### config.mk
export PLATFORM = sky130hd
export DESIGN_NAME = rpsc_lamp_annunciator_flat
export DESIGN_NICKNAME = d
export VERILOG_FILES = /design/src/rtl/rpsc_lamp_annunciator_if.sv /design/src/rtl/rpsc_lamp_annunciator.sv /design/src/flat_wrapper.sv
export SDC_FILE = /design/constraint.sdc
export NUM_CORES = 1
export LEC_CHECK = 0
export ABC_AREA = 1
export CAP_MARGIN = 20
export CORE_ASPECT_RATIO = 0.6
export CORE_MARGIN = 2
export CORE_UTILIZATION = 40
export DETAILED_ROUTE_END_ITERATION = 12
export PLACE_DENSITY = 0.59
export SLEW_MARGIN = 40
export SYNTH_ARGS = -nofsm -noshare
export SYNTH_HDL_FRONTEND = slang
export SYNTH_SLANG_ARGS = --single-unit
### constraint.sdc
create_clock -name clk -period 1.9 [get_ports clk]
set_input_delay 0.38 -clock clk [delete_from_list [all_inputs] [get_ports clk]]
set_output_delay 0.38 -clock clk [all_outputs]
set_load 0.05 [all_outputs]
### src/rtl/rpsc_lamp_annunciator_if.sv
// Lamp annunciator bus: latched fault flags, operator controls and panel drive.
// The master side is card 8 plus the operator panel; the slave side is the annunciator.
interface rpsc_lamp_annunciator_if #(
    parameter int unsigned N_CH = 7
);
    localparam int unsigned IDX_W = (N_CH > 1) ? $clog2(N_CH) : 1;

    logic [N_CH-1:0]  i_fault;
    logic             i_ack;
    logic             i_lamptest;
    logic [N_CH-1:0]  o_lamp;
    logic             o_horn;
    logic             o_first_valid;
    logic [IDX_W-1:0] o_first_idx;
    logic             o_any_fault;

    modport master (
        output i_fault, i_ack, i_lamptest,
        input  o_lamp, o_horn, o_first_valid, o_first_idx, o_any_fault
    );

    modport slave (
        input  i_fault, i_ack, i_lamptest,
        output o_lamp, o_horn, o_first_valid, o_first_idx, o_any_fault
    );
endinterface

### src/rtl/rpsc_lamp_annunciator.sv
// Front-panel lamp/horn annunciator for the RPSC card-8 fault flags.
// Captures the first-out fault, blinks its lamp until acknowledged, and supports a
// stretched lamp test. All outputs are registered from the next-state values.
module rpsc_lamp_annunciator #(
    parameter int unsigned N_CH         = 7,
    parameter int unsigned BLINK_HALF   = 25_000_000,
    parameter int unsigned LAMPTEST_MIN = 50_000_000
) (
    input logic                    clk,
    input logic                    reset,
    rpsc_lamp_annunciator_if.slave bus
);
    localparam int unsigned IDX_W = (N_CH > 1) ? $clog2(N_CH) : 1;
    localparam int unsigned CNT_W = $clog2(BLINK_HALF);
    localparam int unsigned STR_W = $clog2(LAMPTEST_MIN + 1);

    typedef enum logic [1:0] {StNormal, StAlarm, StAcked} state_e;

    state_e           state_q, state_d;
    logic [N_CH-1:0]  fault_q;
    logic [N_CH-1:0]  new_fault;
    logic             any_new;
    logic [IDX_W-1:0] new_idx;
    logic [IDX_W-1:0] idx_q, idx_d;
    logic [CNT_W-1:0] blink_cnt_q;
    logic             blink_wrap;
    logic             blink_phase_q, blink_phase_d;
    logic [STR_W-1:0] stretch_q;
    logic             test_on;
    logic [N_CH-1:0]  lamp_d;

    assign new_fault     = bus.i_fault & ~fault_q;
    assign any_new       = |new_fault;
    assign blink_wrap    = (blink_cnt_q == CNT_W'(BLINK_HALF - 1));
    assign blink_phase_d = blink_wrap ? ~blink_phase_q : blink_phase_q;
    assign test_on       = bus.i_lamptest || (stretch_q != '0);

    // Lowest-numbered newly risen channel wins the first-out slot.
    always_comb begin
        new_idx = '0;
        for (int k = N_CH - 1; k >= 0; k--) begin
            if (new_fault[k]) new_idx = IDX_W'(k);
        end
    end

    // Next state of the alarm FSM; a new edge always beats an acknowledge.
    always_comb begin
        state_d = state_q;
        idx_d   = idx_q;
        unique case (state_q)
            StNormal: begin
                if (any_new) begin
                    state_d = StAlarm;
                    idx_d   = new_idx;
                end
            end
            StAlarm: begin
                if (!any_new && bus.i_ack) begin
                    if (bus.i_fault == '0) begin
                        state_d = StNormal;
                        idx_d   = '0;
                    end else begin
                        state_d = StAcked;
                    end
                end
            end
            StAcked: begin
                if (any_new) begin
                    state_d = StAlarm;
                end else if (bus.i_fault == '0) begin
                    state_d = StNormal;
                    idx_d   = '0;
                end
            end
            default: begin
                state_d = StNormal;
                idx_d   = '0;
            end
        endcase
    end

    // Lamp pattern: faults steady, first-out blinks while alarming, lamp test forces all on.
    always_comb begin
        lamp_d = bus.i_fault;
        if (state_d == StAlarm) lamp_d[idx_d] = blink_phase_d;
        if (test_on) lamp_d = '1;
    end

    // Edge-detect history, free-running blink timebase and lamp test stretch.
    always_ff @(posedge clk) begin
        if (reset) begin
            fault_q       <= '0;
            blink_cnt_q   <= '0;
            blink_phase_q <= 1'b1;
            stretch_q     <= '0;
        end else begin
            fault_q       <= bus.i_fault;
            blink_cnt_q   <= blink_wrap ? '0 : blink_cnt_q + 1'b1;
            blink_phase_q <= blink_phase_d;
            if (bus.i_lamptest) begin
                stretch_q <= STR_W'(LAMPTEST_MIN);
            end else if (stretch_q != '0) begin
                stretch_q <= stretch_q - 1'b1;
            end
        end
    end

    // FSM state, first-out index and all registered panel outputs.
    always_ff @(posedge clk) begin
        if (reset) begin
            state_q           <= StNormal;
            idx_q             <= '0;
            bus.o_lamp        <= '0;
            bus.o_horn        <= 1'b0;
            bus.o_first_valid <= 1'b0;
            bus.o_first_idx   <= '0;
            bus.o_any_fault   <= 1'b0;
        end else begin
            state_q           <= state_d;
            idx_q             <= idx_d;
            bus.o_lamp        <= lamp_d;
            bus.o_horn        <= (state_d == StAlarm);
            bus.o_first_valid <= (state_d != StNormal);
            bus.o_first_idx   <= idx_d;
            bus.o_any_fault   <= |bus.i_fault;
        end
    end
endmodule
### src/flat_wrapper.sv
// flat-port wrapper written by rule: the top's interface ports become plain ports
module rpsc_lamp_annunciator_flat 
#(
    parameter int unsigned N_CH         = 7,
    parameter int unsigned BLINK_HALF   = 25_000_000,
    parameter int unsigned LAMPTEST_MIN = 50_000_000
)
  (clk, reset, bus_i_fault, bus_i_ack, bus_i_lamptest, bus_o_lamp, bus_o_horn, bus_o_first_valid, bus_o_first_idx, bus_o_any_fault);
  rpsc_lamp_annunciator_if #(.N_CH(N_CH)) bus_i ();
  input logic clk;
  input logic reset;
  input wire logic [$bits(bus_i.i_fault)-1:0] bus_i_fault;
  input wire logic [$bits(bus_i.i_ack)-1:0] bus_i_ack;
  input wire logic [$bits(bus_i.i_lamptest)-1:0] bus_i_lamptest;
  output wire logic [$bits(bus_i.o_lamp)-1:0] bus_o_lamp;
  output wire logic [$bits(bus_i.o_horn)-1:0] bus_o_horn;
  output wire logic [$bits(bus_i.o_first_valid)-1:0] bus_o_first_valid;
  output wire logic [$bits(bus_i.o_first_idx)-1:0] bus_o_first_idx;
  output wire logic [$bits(bus_i.o_any_fault)-1:0] bus_o_any_fault;
  assign bus_i.i_fault = bus_i_fault;
  assign bus_i.i_ack = bus_i_ack;
  assign bus_i.i_lamptest = bus_i_lamptest;
  assign bus_o_lamp = bus_i.o_lamp;
  assign bus_o_horn = bus_i.o_horn;
  assign bus_o_first_valid = bus_i.o_first_valid;
  assign bus_o_first_idx = bus_i.o_first_idx;
  assign bus_o_any_fault = bus_i.o_any_fault;
  rpsc_lamp_annunciator #(.N_CH(N_CH), .BLINK_HALF(BLINK_HALF), .LAMPTEST_MIN(LAMPTEST_MIN)) u_core (.clk(clk), .reset(reset), .bus(bus_i));
endmodule
# Word level (Yosys, flattened, before mapping)

Index checks and enable logic that the tools add are counted.

Shift operators: 0
$add $sub $neg: 2
Magnitude comparators: 2
Mux-type cells: 26
Multipliers: 0
Reductions and logical operators: 13
Bitwise logic cells: 3
Equality and inequality tests: 4
Div/mod/pow operators: 0

Operators with widths:

| operator                                                          | count |
|---|---|
| 2-to-1 mux 26 bit                                                 | 2 |
| 2-to-1 mux 3 bit                                                  | 11 |
| nonzero test 26 bit                                               | 1 |
| subtractor 26 x 1 -> 26 bit, second input constant                | 1 |
| adder 25 x 1 -> 25 bit, second input constant                     | 1 |
| == test 25 bit, second input constant                             | 1 |
| 2-to-1 mux 7 bit                                                  | 2 |
| OR reduction 7 bit                                                | 2 |
| 2-to-1 mux 2 bit                                                  | 5 |
| case mux 3 bit (3 select lines)                                   | 1 |
| bitwise AND 7 bit                                                 | 1 |
| bitwise mux 7 bit                                                 | 1 |
| logical NOT 7 bit                                                 | 1 |
| NOT 7 bit                                                         | 1 |
| case mux 2 bit (3 select lines)                                   | 1 |
| == test 2 x 1 -> 1 bit, second input constant                     | 2 |
| less-than comparator 3 x 4 -> 1 bit, second input constant        | 1 |
| nonzero test 2 bit                                                | 2 |
| OR reduction 2 bit                                                | 2 |
| demux 1 bit (select 3 bit)                                        | 1 |
| greater-or-equal comparator 3 x 1 -> 1 bit, second input constant | 1 |
| == test 2 bit, second input constant                              | 1 |
| logical AND 1 bit                                                 | 2 |
| logical NOT 2 bit                                                 | 1 |
| 4 further kinds                                                   | 5 |

Memory bits (read-only): 0
Memories: 0
RAM bits: 0
Bits in latches: 0
Word-level logic and storage cells: 61
Output and inout bits: 13
Register bits: 74
Bits of input ports: 11

# Depth between registers and ports, before layout

Gate-level depths: netlist of the first run.

Depth in word-level cells: 18
Gate-level depth with buffers: 16
Gate-level depth less buffers: 16

# Least setup slack after synthesis of the first run

No wires, ideal clock.

Path kind: reg2reg
Start: register u_core.stretch_q[0]
End: register u_core.stretch_q[19]
Buffers on the path: 0
Slack: 0.183 ns
Data required time: 1.768 ns
Library setup time: 0.132 ns
Stages on the path, launching flop included: 11
Clock period less this slack: 1.717 ns
Data arrival time: 1.585 ns
Cell sequence: dfxtp_1 > inv_1 > ha_1 > inv_1 > nor3_2 > nand4_1 > nor2_1 > nand2_2 > nand3_1 > xor2_1 > a21oi_1

Word-level cells in the longest chain between the ends: 3
Elaborated cells between the ends (all ways): 5
Classes of those cells: add/sub (1); mux (2); reduce/logical (2)

Ends and longest elaborated chain:

| item                        | RTL line                     | source |
|---|---|---|
| start, declared             | rpsc_lamp_annunciator.sv:28  | `logic [STR_W-1:0] stretch_q;` |
| start signal, assigned      | rpsc_lamp_annunciator.sv:101 | `stretch_q <= STR_W'(LAMPTEST_MIN);` |
| start signal, assigned      | rpsc_lamp_annunciator.sv:103 | `stretch_q <= stretch_q - 1'b1;` |
| subtractor 26 x 1 -> 26 bit | rpsc_lamp_annunciator.sv:103 |  |
| 2-to-1 mux 26 bit           | rpsc_lamp_annunciator.sv:102 | `end else if (stretch_q != '0) begin` |
| 2-to-1 mux 26 bit           | rpsc_lamp_annunciator.sv:100 | `if (bus.i_lamptest) begin` |

Parallel ways exist; a longest one is shown, timed or not. The select of a mux whose other input is x is not followed.
A chain may end at the register's enable or synchronous reset.

# Worst setup path after layout of the first run

Start: register u_core.bus.o_lamp[1]
End: output port bus_o_lamp[1]

RTL lines:

| item                   | RTL line                       | source |
|---|---|---|
| start, declared        | rpsc_lamp_annunciator_if.sv:24 | `output o_lamp, o_horn, o_first_valid, o_first_idx, o_any_fault` |
| start signal, assigned | rpsc_lamp_annunciator.sv:121   | `bus.o_lamp <= lamp_d;` |
| end, declared          | flat_wrapper.sv:15             | `output wire logic [$bits(bus_i.o_lamp)-1:0] bus_o_lamp;` |

No word-level cell between the ends.

==> flow_metrics.tcl, run 1 <==
set metrics [dict create \
    vias 3666 \
    crit_path_end "bus_o_lamp[1]" \
    insertion_delay_ns 0.34 \
    critPathMaxFanout 1 \
    global_route.overflow_total 0 \
    grt_start_max_net_pins 26 \
    timing.max_slew.rel_slack_pct 66.3 \
    ys_warn_count 0 \
    share_clk_of_total_power_pct 40.8 \
    maxCapViolCount 0 \
    antenna_found_initial 0 \
    slowest_stage "sky130_fd_sc_hd__clkdlybuf4s50_1" \
    drtAntennaViolNets 0 \
    hold_violations_final 0 \
    power.density_mw_per_mm2 829 \
    die_footprint_sq_mm 0.0106 \
    layout_min_cycle_time_ns 1.84 \
    clock-root-buffer "sky130_fd_sc_hd__clkbuf_16" \
    netlist_top_cells_area "sky130_fd_sc_hd__dfxtp_1 (38%), sky130_fd_sc_hd__nand2_1 (10%), sky130_fd_sc_hd__nor2_1 (8.5%), sky130_fd_sc_hd__inv_1 (6.7%), sky130_fd_sc_hd__nand3_1 (4.6%)" \
    cts_htree_levels 3 \
    route.detailed.vias_per_inst 4.83 \
    synth_area_leader_cell "sky130_fd_sc_hd__dfxtp_1" \
    gpl.final_weighted_congestion 0.914 \
    yosysUniqueCellTypes 44 \
    finalClockSkew_ns 0.00677 \
    syn_inst_count 568 \
    ctsLongestPathBuffers 2 \
    final.hold.worst_slack_ns 0.354 \
    route.detailed.wl_per_inst_um 12.8 \
    hold_path_class "input port to flop" \
    postSynthRegisterBits 74 \
    fp-row-count 27 \
    post_synthesis_area_per_instance_sq_um 6.91 \
    pin_count 24 \
    post-route-period-util_pct 96.8 \
    total_leakage_power_nw 2.18 \
    critical_path_class "flop to primary output" \
    internal_power_mw 2.91 \
    mappedNetlistArea_sq_mm 0.00392 \
    timing.critical_path.from "u_core.bus.o_lamp[1]" \
    tritoncts.num_buffers 9 \
    hpwl_detailed_mm 7.43 \
    crit_path_start_kind "flop" \
    setup-tns-final_ns 0 \
    detail_route.wirelength_mm 9.70 \
    clkSinkCount 74 \
    endpoint_of_the_worst_register_to_register_path "u_core.blink_cnt_q[18]" \
    seqPwrFrac_pct 41.4 \
    worst_path_depth 1 \
    design.final.nets 637 \
    initial_utilization_pct 41.9 \
    postCtsSetupRepairBufs 0 \
    clock_transition_at_the_registers_of_the_reported_paths_ns 0.05 \
    grt_pass1_wl_mm 16.1 \
    worst_ep_required_ns 1.52 \
    net-switching-power_mw 1.16 \
    worst_path_cell_trace "clkdlybuf4s50_1" \
    regToRegStartpoint "u_core.blink_cnt_q[1]" \
    timing.reg2reg.setup_slack_ns 0.13 \
    tightest_pin_transition_ns 0.505 \
    first_iter_violations 324 \
    chipHeight_um 80.7 \
    netlist.area_leader.share_pct 37.8 \
    p_comb_share_pct 17.8 \
    finalSetupViolations 0 \
    cts_tree "built" \
    share_of_final_layout_standard_cells_stronger_than_drive_strength_1_pct 20.5 \
    core-area_sq_mm 0.00936 \
    worst-endpoint-arrival_ns 1.46 \
    die_width_um 132 \
    outcome "completed" \
    first_global_vias 3223 \
    drt_pass1_iterations 5 \
    crit_buf_inv 1 \
    synth_async_sr_flop_share_pct 0 \
    max_freq_ghz 0.544 \
    ys_seq_area_share_pct 37.8 \
    vdd.ir_drop.worst_uv 481 \
    post_cts_resize_count 0 \
    drc_errors 0 \
    cell_type_group_with_the_largest_total_delay_on_the_critical_path "buffers and inverters" \
    worst-r2r-cell-count 13 \
    synthesis.nets 581 \
    cts_hold_repair.buffers 0 \
    worstSetupEndpointType "primary output" \
    numPortBuffers 23 \
    netlist_top_cells_count "sky130_fd_sc_hd__nand2_1 (107), sky130_fd_sc_hd__nor2_1 (89), sky130_fd_sc_hd__dfxtp_1 (74), sky130_fd_sc_hd__inv_1 (70), sky130_fd_sc_hd__nand3_1 (36)" \
    regArea_sq_mm 0.00148 \
    fillers 916 \
    number_of_flops_mapped_to_enable_cells_by_yosys 0 \
    timing.final.max_slew_violations 0 \
    dominantRegCellSynth "sky130_fd_sc_hd__dfxtp_1" \
    grtUsageTotal_pct 19.5 \
    flow.area_growth_from_synthesis_pct 25.3 \
    crit_path_max_incr_delay_ns 0.80 \
    n_antenna_cell 0 \
    multiInputGateArea_sq_mm 0.00215 \
    library_cell_with_the_highest_instance_count_after_synthesis "sky130_fd_sc_hd__nand2_1" \
    swShare_pct 28.4 \
]
state kept, by name (all words and copies together) (netlist names):
| name | cells |
|---|---|
| u_core.bus.o_first_valid | 1 |
| u_core.blink_cnt_q | 25 |
| u_core.bus.o_any_fault | 1 |
| u_core.blink_phase_q | 1 |
| u_core.idx_q | 3 |
| u_core.state_q | 2 |
| u_core.bus.o_horn | 1 |
| u_core.bus.o_lamp | 7 |
| u_core.fault_q | 7 |
| u_core.stretch_q | 26 |
area by class of cell:
type / instances / share of cell area (%)
multi-input combinational: 396 / 43.8
sequential: 74 / 30.2
timing repair buffer: 53 / 9.98
inverter: 90 / 6.87
clock buffer: 11 / 4.74
tap: 130 / 3.31
clock inverter: 5 / 1.12
per-stage QoR:
step	util [%]	area, sq um	setup slack (ns)	instances	power, mW
floorplan	-	3920	0.183	568	2.18
global placement	48.3	4520	-0.331	743	2.41
detailed placement	48.3	4520	-0.327	743	2.41
CTS	51.4	4810	0.000845	759	4.10
global route	52.5	4910	-0.0481	759	4.27
finish	52.5	4910	0.0610	759	4.07
cells by family after synthesis:
logic type	Yosys count	synth area share, %
AND/OR/NAND/NOR	327	40.5
buffers and inverters	98	9.63
flip-flops	74	37.8
AO/OA/AOI/OAI	46	6.73
XOR/XNOR	21	4.69
adder cells (fa/ha/maj)	2	0.638
metal layers:
metal  routed length (um)  global-route usage [%]
met1                 5290                    29.6
met2                 3640                    25.2
met3                  611                    5.24
met4                  158                    8.37
met5                    0                       0
how the worst min path moves through the flow:
stage / start / cells past startpoint / slack (ns) / end
final: bus_i_fault[4] / 3 / 0.35 / u_core.fault_q[4]
after global routing: bus_i_fault[4] / 3 / 0.36 / u_core.fault_q[4]
after CTS: u_core.blink_cnt_q[0] / 1 / 0.47 / u_core.blink_cnt_q[0]
after detailed placement: u_core.blink_cnt_q[0] / 1 / 0.45 / u_core.blink_cnt_q[0]
after global placement: u_core.blink_cnt_q[0] / 1 / 0.44 / u_core.blink_cnt_q[0]
after floorplan: u_core.blink_cnt_q[0] / 1 / 0.43 / u_core.blink_cnt_q[0]
cell usage in the layout, fill, tap and decap left out, types with 3 or more instances in the layout:
| master | n |
|---|---|
| sky130_fd_sc_hd__nor3b_1 | 3 |
| sky130_fd_sc_hd__clkinv_1 | 3 |
| sky130_fd_sc_hd__nor3_2 | 3 |
| sky130_fd_sc_hd__nor2_1 | 83 |
| sky130_fd_sc_hd__clkbuf_16 | 9 |
| sky130_fd_sc_hd__dlymetal6s2s_1 | 6 |
| sky130_fd_sc_hd__buf_4 | 30 |
| sky130_fd_sc_hd__xor2_1 | 13 |
| sky130_fd_sc_hd__dfxtp_1 | 73 |
| sky130_fd_sc_hd__inv_2 | 18 |
| sky130_fd_sc_hd__a211oi_1 | 3 |
| sky130_fd_sc_hd__nand4_1 | 14 |
| sky130_fd_sc_hd__nor2_4 | 10 |
| sky130_fd_sc_hd__nand2_1 | 101 |
| sky130_fd_sc_hd__nor3_1 | 14 |
| sky130_fd_sc_hd__clkdlybuf4s50_1 | 15 |
| sky130_fd_sc_hd__nor4_1 | 7 |
| sky130_fd_sc_hd__xnor2_1 | 8 |
| sky130_fd_sc_hd__o21ai_0 | 4 |
| sky130_fd_sc_hd__inv_1 | 69 |
| sky130_fd_sc_hd__nand3_1 | 35 |
| sky130_fd_sc_hd__a21oi_1 | 26 |
| sky130_fd_sc_hd__nor2_2 | 12 |
| sky130_fd_sc_hd__nand3_2 | 6 |
| sky130_fd_sc_hd__nand2_2 | 22 |
| sky130_fd_sc_hd__nand3b_1 | 3 |
power by group through the flow:
stage                     Combinational [mW]  Clock [mW]  Sequential [mW]
after floorplan                        0.427           0             1.75
after global placement                 0.693           0             1.71
after detailed placement               0.696           0             1.72
after CTS                              0.700        1.72             1.68
after global routing                   0.811        1.76             1.69
final                                  0.725        1.66             1.68
Power figures use the tool's default switching activity.
==> run 2, diff against run 1 <==
--- a/config.mk
+++ b/config.mk
@@ -12,6 +12,7 @@
 export CORE_UTILIZATION = 40
 export DETAILED_ROUTE_END_ITERATION = 12
 export PLACE_DENSITY = 0.59
+export RECOVER_POWER = 100
 export SLEW_MARGIN = 40
 export SYNTH_ARGS = -nofsm -noshare
 export SYNTH_HDL_FRONTEND = slang
==> run 2 against run 1 <==
First-iteration DRC count is the same. Utilization shrank 0.12 points. Via count shrank 0.22%. Die area is the same. Global-route usage is the same. Largest cell class unchanged. Highest routed layer unchanged.
==> flow_metrics.tcl, run 2 (same netlist as run 1, synthesis figures left out) <==
set metrics [dict create \
    outcome "completed" \
    first_iter_violations 324 \
    crit_buf_inv 1 \
    hold_violations_final 0 \
    chipHeight_um 80.7 \
    hold_path_class "input port to flop" \
    final_cell_mix "sky130_fd_sc_hd__nand2_1 (101), sky130_fd_sc_hd__nor2_1 (83), sky130_fd_sc_hd__dfxtp_1 (73)" \
    slowest_stage "sky130_fd_sc_hd__clkdlybuf4s50_1" \
    finalSetupViolations 0 \
    critical_path_class "flop to primary output" \
    worst_path_cell_trace "clkdlybuf4s50_1" \
    drtAntennaViolNets 0 \
    n_antenna_cell 0 \
    grt_start_max_net_pins 26 \
    die_width_um 132 \
    worstSetupEndpointType "primary output" \
    post-route-cell-area_sq_mm 0.00490 \
    maxCapViolCount 0 \
    global_route.usage.met2_pct 25.2 \
    grt_most_used_layer "met1" \
    first_global_vias 3223 \
    design.final.nets 637 \
    share_of_final_layout_standard_cells_stronger_than_drive_strength_1_pct 20.5 \
    tightest_pin_transition_ns 0.601 \
    tritoncts.num_buffers 9 \
    largest_registers "u_core.stretch_q (26), u_core.blink_cnt_q (25)" \
    postCtsSetupRepairBufs 0 \
    largest_register_ffs 26 \
    final_critical_path_setup_slack_ns 0.0609 \
    vdd.ir_drop.worst_uv 480 \
    initial_utilization_pct 41.9 \
    detail_route.wirelength_mm 9.71 \
    fp-row-count 27 \
    gpl.final_weighted_congestion 0.914 \
    flow.area_growth_from_synthesis_pct 25.0 \
    power_mw 4.07 \
    cts_htree_levels 3 \
    clkSinkCount 74 \
    ctsLongestPathBuffers 2 \
    drt_pass1_iterations 5 \
    drc_errors 0 \
    post-route-period-util_pct 96.8 \
    core-area_sq_mm 0.00936 \
    finish.utilization_pct 52.4 \
    worst_ep_required_ns 1.52 \
    total_leakage_power_nw 2.16 \
    fillers 917 \
    cts_hold_repair.buffers 0 \
    grt_pass1_wl_mm 16.1 \
    mostFrequentLayoutCell "sky130_fd_sc_hd__nand2_1" \
    grtUsageTotal_pct 19.5 \
    largest_register "u_core.stretch_q" \
    post_dp_cell_area_sq_mm 0.00452 \
    layout_min_cycle_time_ns 1.84 \
    global_route.usage.met3_pct 5.24 \
    worst-endpoint-arrival_ns 1.46 \
    place_worst_setup_slack_ns -0.327 \
    insertion_delay_ns 0.34 \
    hpwl_detailed_mm 7.43 \
    route.detailed.vias_per_inst 4.82 \
    numPortBuffers 23 \
    pin_count 24 \
    max_freq_ghz 0.544 \
    antenna_found_initial 0 \
    route.detailed.wl_per_inst_um 12.8 \
    power.density_mw_per_mm2 831 \
    cts_tree "built" \
    finalClockSkew_ns 0.00863 \
    timing.max_slew.rel_slack_pct 60.1 \
    critPathMaxFanout 1 \
    clock-root-buffer "sky130_fd_sc_hd__clkbuf_16" \
    clock_transition_at_the_registers_of_the_reported_paths_ns 0.06 \
    cell_type_group_with_the_largest_total_delay_on_the_critical_path "buffers and inverters" \
    vias 3658 \
    crit_path_start_kind "flop" \
    timing.final.max_slew_violations 0 \
    crit_path_max_incr_delay_ns 0.80 \
    global_route.overflow_total 0 \
    final.hold.worst_slack_ns 0.354 \
    met1_track_demand_over_resource_pct 29.6 \
    die_footprint_sq_mm 0.0106 \
]
-- run 2: changes by cell type in the layout (fill, tap and decap cells not counted) --
cell,previous run,this run
sky130_fd_sc_hd__clkdlybuf4s50_1,15,14
sky130_fd_sc_hd__clkbuf_1,2,3
sky130_fd_sc_hd__dlygate4sd3_1,0,1
sky130_fd_sc_hd__buf_4,30,29
sky130_fd_sc_hd__dlymetal6s2s_1,6,5
sky130_fd_sc_hd__clkbuf_2,0,1
-- run 2: final timing paths --
kind / from / endpoint / slack (ns) / cells past startpoint
min reg2reg: u_core.blink_cnt_q[0] / u_core.blink_cnt_q[0] / 0.43 / 1
max reg2reg: u_core.blink_cnt_q[1] / u_core.blink_cnt_q[18] / 0.13 / 13
min: bus_i_fault[4] / u_core.fault_q[4] / 0.35 / 3
max: u_core.bus.o_first_valid / bus_o_first_valid / 0.06 / 1
-- run 2: per-stage QoR --
stage,setup TNS [ns],instances
floorplan,0,568
global placement,-1.99,743
detailed placement,-1.98,743
CTS,0,759
global route,-0.0851,759
finish,0,759
-- run 2: what timing repair did --
action | in CTS | in global routing
gates resized for setup | 0 | 30
setup endpoints to repair | 0 | 17
hold endpoints to repair | 0 | 0
-- run 2: final cells by class --
| cell class | count | area [sq um] | area share, % |
|---|---|---|---|
| Timing Repair Buffer | 53 | 479 | 9.77 |
| Clock inverter | 5 | 55.1 | 1.12 |
| Clock buffer | 11 | 233 | 4.75 |
| Tap cell | 130 | 163 | 3.32 |
| Sequential cell | 74 | 1480 | 30.2 |
| Inverter | 90 | 338 | 6.89 |
| Multi-Input combinational cell | 396 | 2150 | 43.9 |
-- run 2: power breakdown --
| part | internal (mW) | switching (mW) |
|---|---|---|
| sequential | 1.63 | 0.0589 |
| clock | 1.01 | 0.655 |
| combinational | 0.274 | 0.448 |
-- run 2: metal layers --
metal / wire (um) / vias to the layer above
met4: 158 / 0
met3: 608 / 12
met2: 3670 / 99
li1: - / 1912
met1: 5270 / 1635
met5: 0 / -
==> run 3, diff against run 2 <==
--- a/config.mk
+++ b/config.mk
@@ -10,6 +10,7 @@
 export CORE_ASPECT_RATIO = 0.6
 export CORE_MARGIN = 2
 export CORE_UTILIZATION = 40
+export CTS_BUF_LIST = sky130_fd_sc_hd__clkbuf_4 sky130_fd_sc_hd__clkbuf_8 sky130_fd_sc_hd__clkbuf_16
 export DETAILED_ROUTE_END_ITERATION = 12
 export PLACE_DENSITY = 0.59
 export RECOVER_POWER = 100
==> run 3 against run 2 <==
Register-to-register slack is essentially flat. Critical endpoint is now bus_o_lamp[1]. Critical path depth is the same. Highest routed layer unchanged. Largest power group unchanged. Routed wire length is essentially flat.
==> flow_metrics.tcl, run 3 (same netlist as run 1, synthesis figures left out) <==
set metrics [dict create \
    global_route.overflow_total 0 \
    worst_path_depth 1 \
    gpl.final_weighted_congestion 0.914 \
    die_width_um 132 \
    cell_type_group_with_the_largest_total_delay_on_the_critical_path "buffers and inverters" \
    max_freq_ghz 0.544 \
    maxCapViolCount 0 \
    critPathMaxFanout 1 \
    pin_count 24 \
    cts_hold_repair.buffers 0 \
    clock-root-buffer "sky130_fd_sc_hd__clkbuf_16" \
    ctsLongestPathBuffers 2 \
    worst-endpoint-arrival_ns 1.46 \
    critical_path_class "flop to primary output" \
    first_global_vias 3223 \
    worst_ep_required_ns 1.52 \
    timing.max_slew.rel_slack_pct 60.1 \
    hpwl_detailed_mm 7.43 \
    layout_min_cycle_time_ns 1.84 \
    grtUsageTotal_pct 19.5 \
    largest_register_ffs 26 \
    hold_violations_final 0 \
    finalSetupViolations 0 \
    insertion_delay_ns 0.34 \
    fp-row-count 27 \
    timing.critical_path.from "u_core.bus.o_lamp[1]" \
    worstSetupEndpointType "primary output" \
    timing.final.max_slew_violations 0 \
    worst-r2r-cell-count 13 \
    mostFrequentLayoutCell "sky130_fd_sc_hd__nand2_1" \
    cts_htree_levels 3 \
    internal_power_mw 2.94 \
    final.hold.worst_slack_ns 0.355 \
    worst_path_cell_trace "clkdlybuf4s50_1" \
    grt_start_max_net_pins 26 \
    vias 3647 \
    n_antenna_cell 0 \
    cts_tree "built" \
    numPortBuffers 23 \
    crit_path_start_kind "flop" \
    endpoint_of_the_worst_register_to_register_path "u_core.blink_cnt_q[18]" \
    flow.area_growth_from_synthesis_pct 25.2 \
    outcome "completed" \
    drc_errors 0 \
    post-route-period-util_pct 96.7 \
    regToRegStartpoint "u_core.blink_cnt_q[1]" \
    grt_pass1_wl_mm 16.1 \
    crit_path_end "bus_o_lamp[1]" \
    power.density_mw_per_mm2 834 \
    first_iter_violations 329 \
    total_leakage_power_nw 2.17 \
    drt_pass1_iterations 5 \
    crit_path_max_incr_delay_ns 0.80 \
    crit_buf_inv 1 \
    tritoncts.num_buffers 9 \
    route.detailed.vias_per_inst 4.81 \
    drtAntennaViolNets 0 \
    power_mw 4.10 \
    place_worst_setup_slack_ns -0.327 \
    core-area_sq_mm 0.00936 \
    largest_registers "u_core.stretch_q (26), u_core.blink_cnt_q (25)" \
    share_of_final_layout_standard_cells_stronger_than_drive_strength_1_pct 20.8 \
    swShare_pct 28.2 \
    net-switching-power_mw 1.16 \
    clock_transition_at_the_registers_of_the_reported_paths_ns 0.05 \
    die_footprint_sq_mm 0.0106 \
    chipHeight_um 80.7 \
    antenna_found_initial 0 \
    final_critical_path_setup_slack_ns 0.0627 \
    design.final.nets 637 \
    finalClockSkew_ns 0.00710 \
    initial_utilization_pct 41.9 \
    route.detailed.wl_per_inst_um 12.8 \
    detail_route.wirelength_mm 9.70 \
    final_cell_mix "sky130_fd_sc_hd__nand2_1 (101), sky130_fd_sc_hd__nor2_1 (83), sky130_fd_sc_hd__dfxtp_1 (73)" \
    hold_path_class "input port to flop" \
    seqPwrFrac_pct 41.1 \
    slowest_stage "sky130_fd_sc_hd__clkdlybuf4s50_1" \
    p_comb_share_pct 17.7 \
    clkSinkCount 74 \
    largest_register "u_core.stretch_q" \
    timing.reg2reg.setup_slack_ns 0.13 \
    vdd.ir_drop.worst_uv 477 \
    fillers 917 \
    tightest_pin_transition_ns 0.601 \
    share_clk_of_total_power_pct 41.2 \
]
==> run 3: cell counts in the layout (fill, tap and decap cells not counted) <==
Identical to the previous run, type by type.
==> run 3: area by class of cell <==
cell class              instances  area [sq um]  share of cell area (%)
clock inverters                 5          55.1                    1.12
inverters                      90           338                    6.88
multi-input cells             396          2150                    43.8
well taps                     130           163                    3.31
flip-flops and latches         74          1480                    30.2
repair buffers                 53           479                    9.76
clock buffers                  11           240                    4.89
==> run 3: routing by layer <==
| layer | global-route usage, % | share of wire [%] | up-vias |
|---|---|---|---|
| li1 | - | - | 1914 |
| met1 | 29.6 | 55 | 1623 |
| met2 | 25.2 | 38 | 98 |
| met3 | 5.24 | 6.1 | 12 |
| met4 | 8.37 | 1.6 | 0 |
| met5 | 0 | 0 | - |
==> run 3: worst min-delay path by stage <==
stage | cells after the start | slack, ns | startpoint | endpoint
after detailed placement | 1 | 0.45 | u_core.blink_cnt_q[0] | u_core.blink_cnt_q[0]
after CTS | 1 | 0.47 | u_core.blink_cnt_q[0] | u_core.blink_cnt_q[0]
after global placement | 1 | 0.44 | u_core.blink_cnt_q[0] | u_core.blink_cnt_q[0]
after floorplan | 1 | 0.43 | u_core.blink_cnt_q[0] | u_core.blink_cnt_q[0]
after global routing | 3 | 0.36 | bus_i_fault[4] | u_core.fault_q[4]
final | 3 | 0.36 | bus_i_fault[4] | u_core.fault_q[4]
==> run 3: stage by stage <==
| stage | TNS [ns] | util, % | cell area, sq um | std cells |
|---|---|---|---|---|
| after floorplan | 0 | - | 3920 | 568 |
| after global placement | -1.99 | 48.3 | 4520 | 743 |
| after detailed placement | -1.98 | 48.3 | 4520 | 743 |
| after CTS | 0 | 51.5 | 4820 | 759 |
| after global routing | -0.0846 | 52.5 | 4910 | 759 |
| final | 0 | 52.5 | 4910 | 759 |
==> run 3: what timing repair did <==
action / CTS / global route
buffers inserted: 0 / 0
endpoints found under the setup margin: 0 / 17
resized for setup: 0 / 30
==> run 3: power by group through the flow <==
stage                     clock network [mW]  registers [mW]  logic, mW
final                                   1.69            1.69      0.723
after global routing                    1.79            1.69      0.809
after CTS                               1.75            1.68      0.700
after detailed placement                   0            1.72      0.696
after global placement                     0            1.71      0.693
after floorplan                            0            1.75      0.427
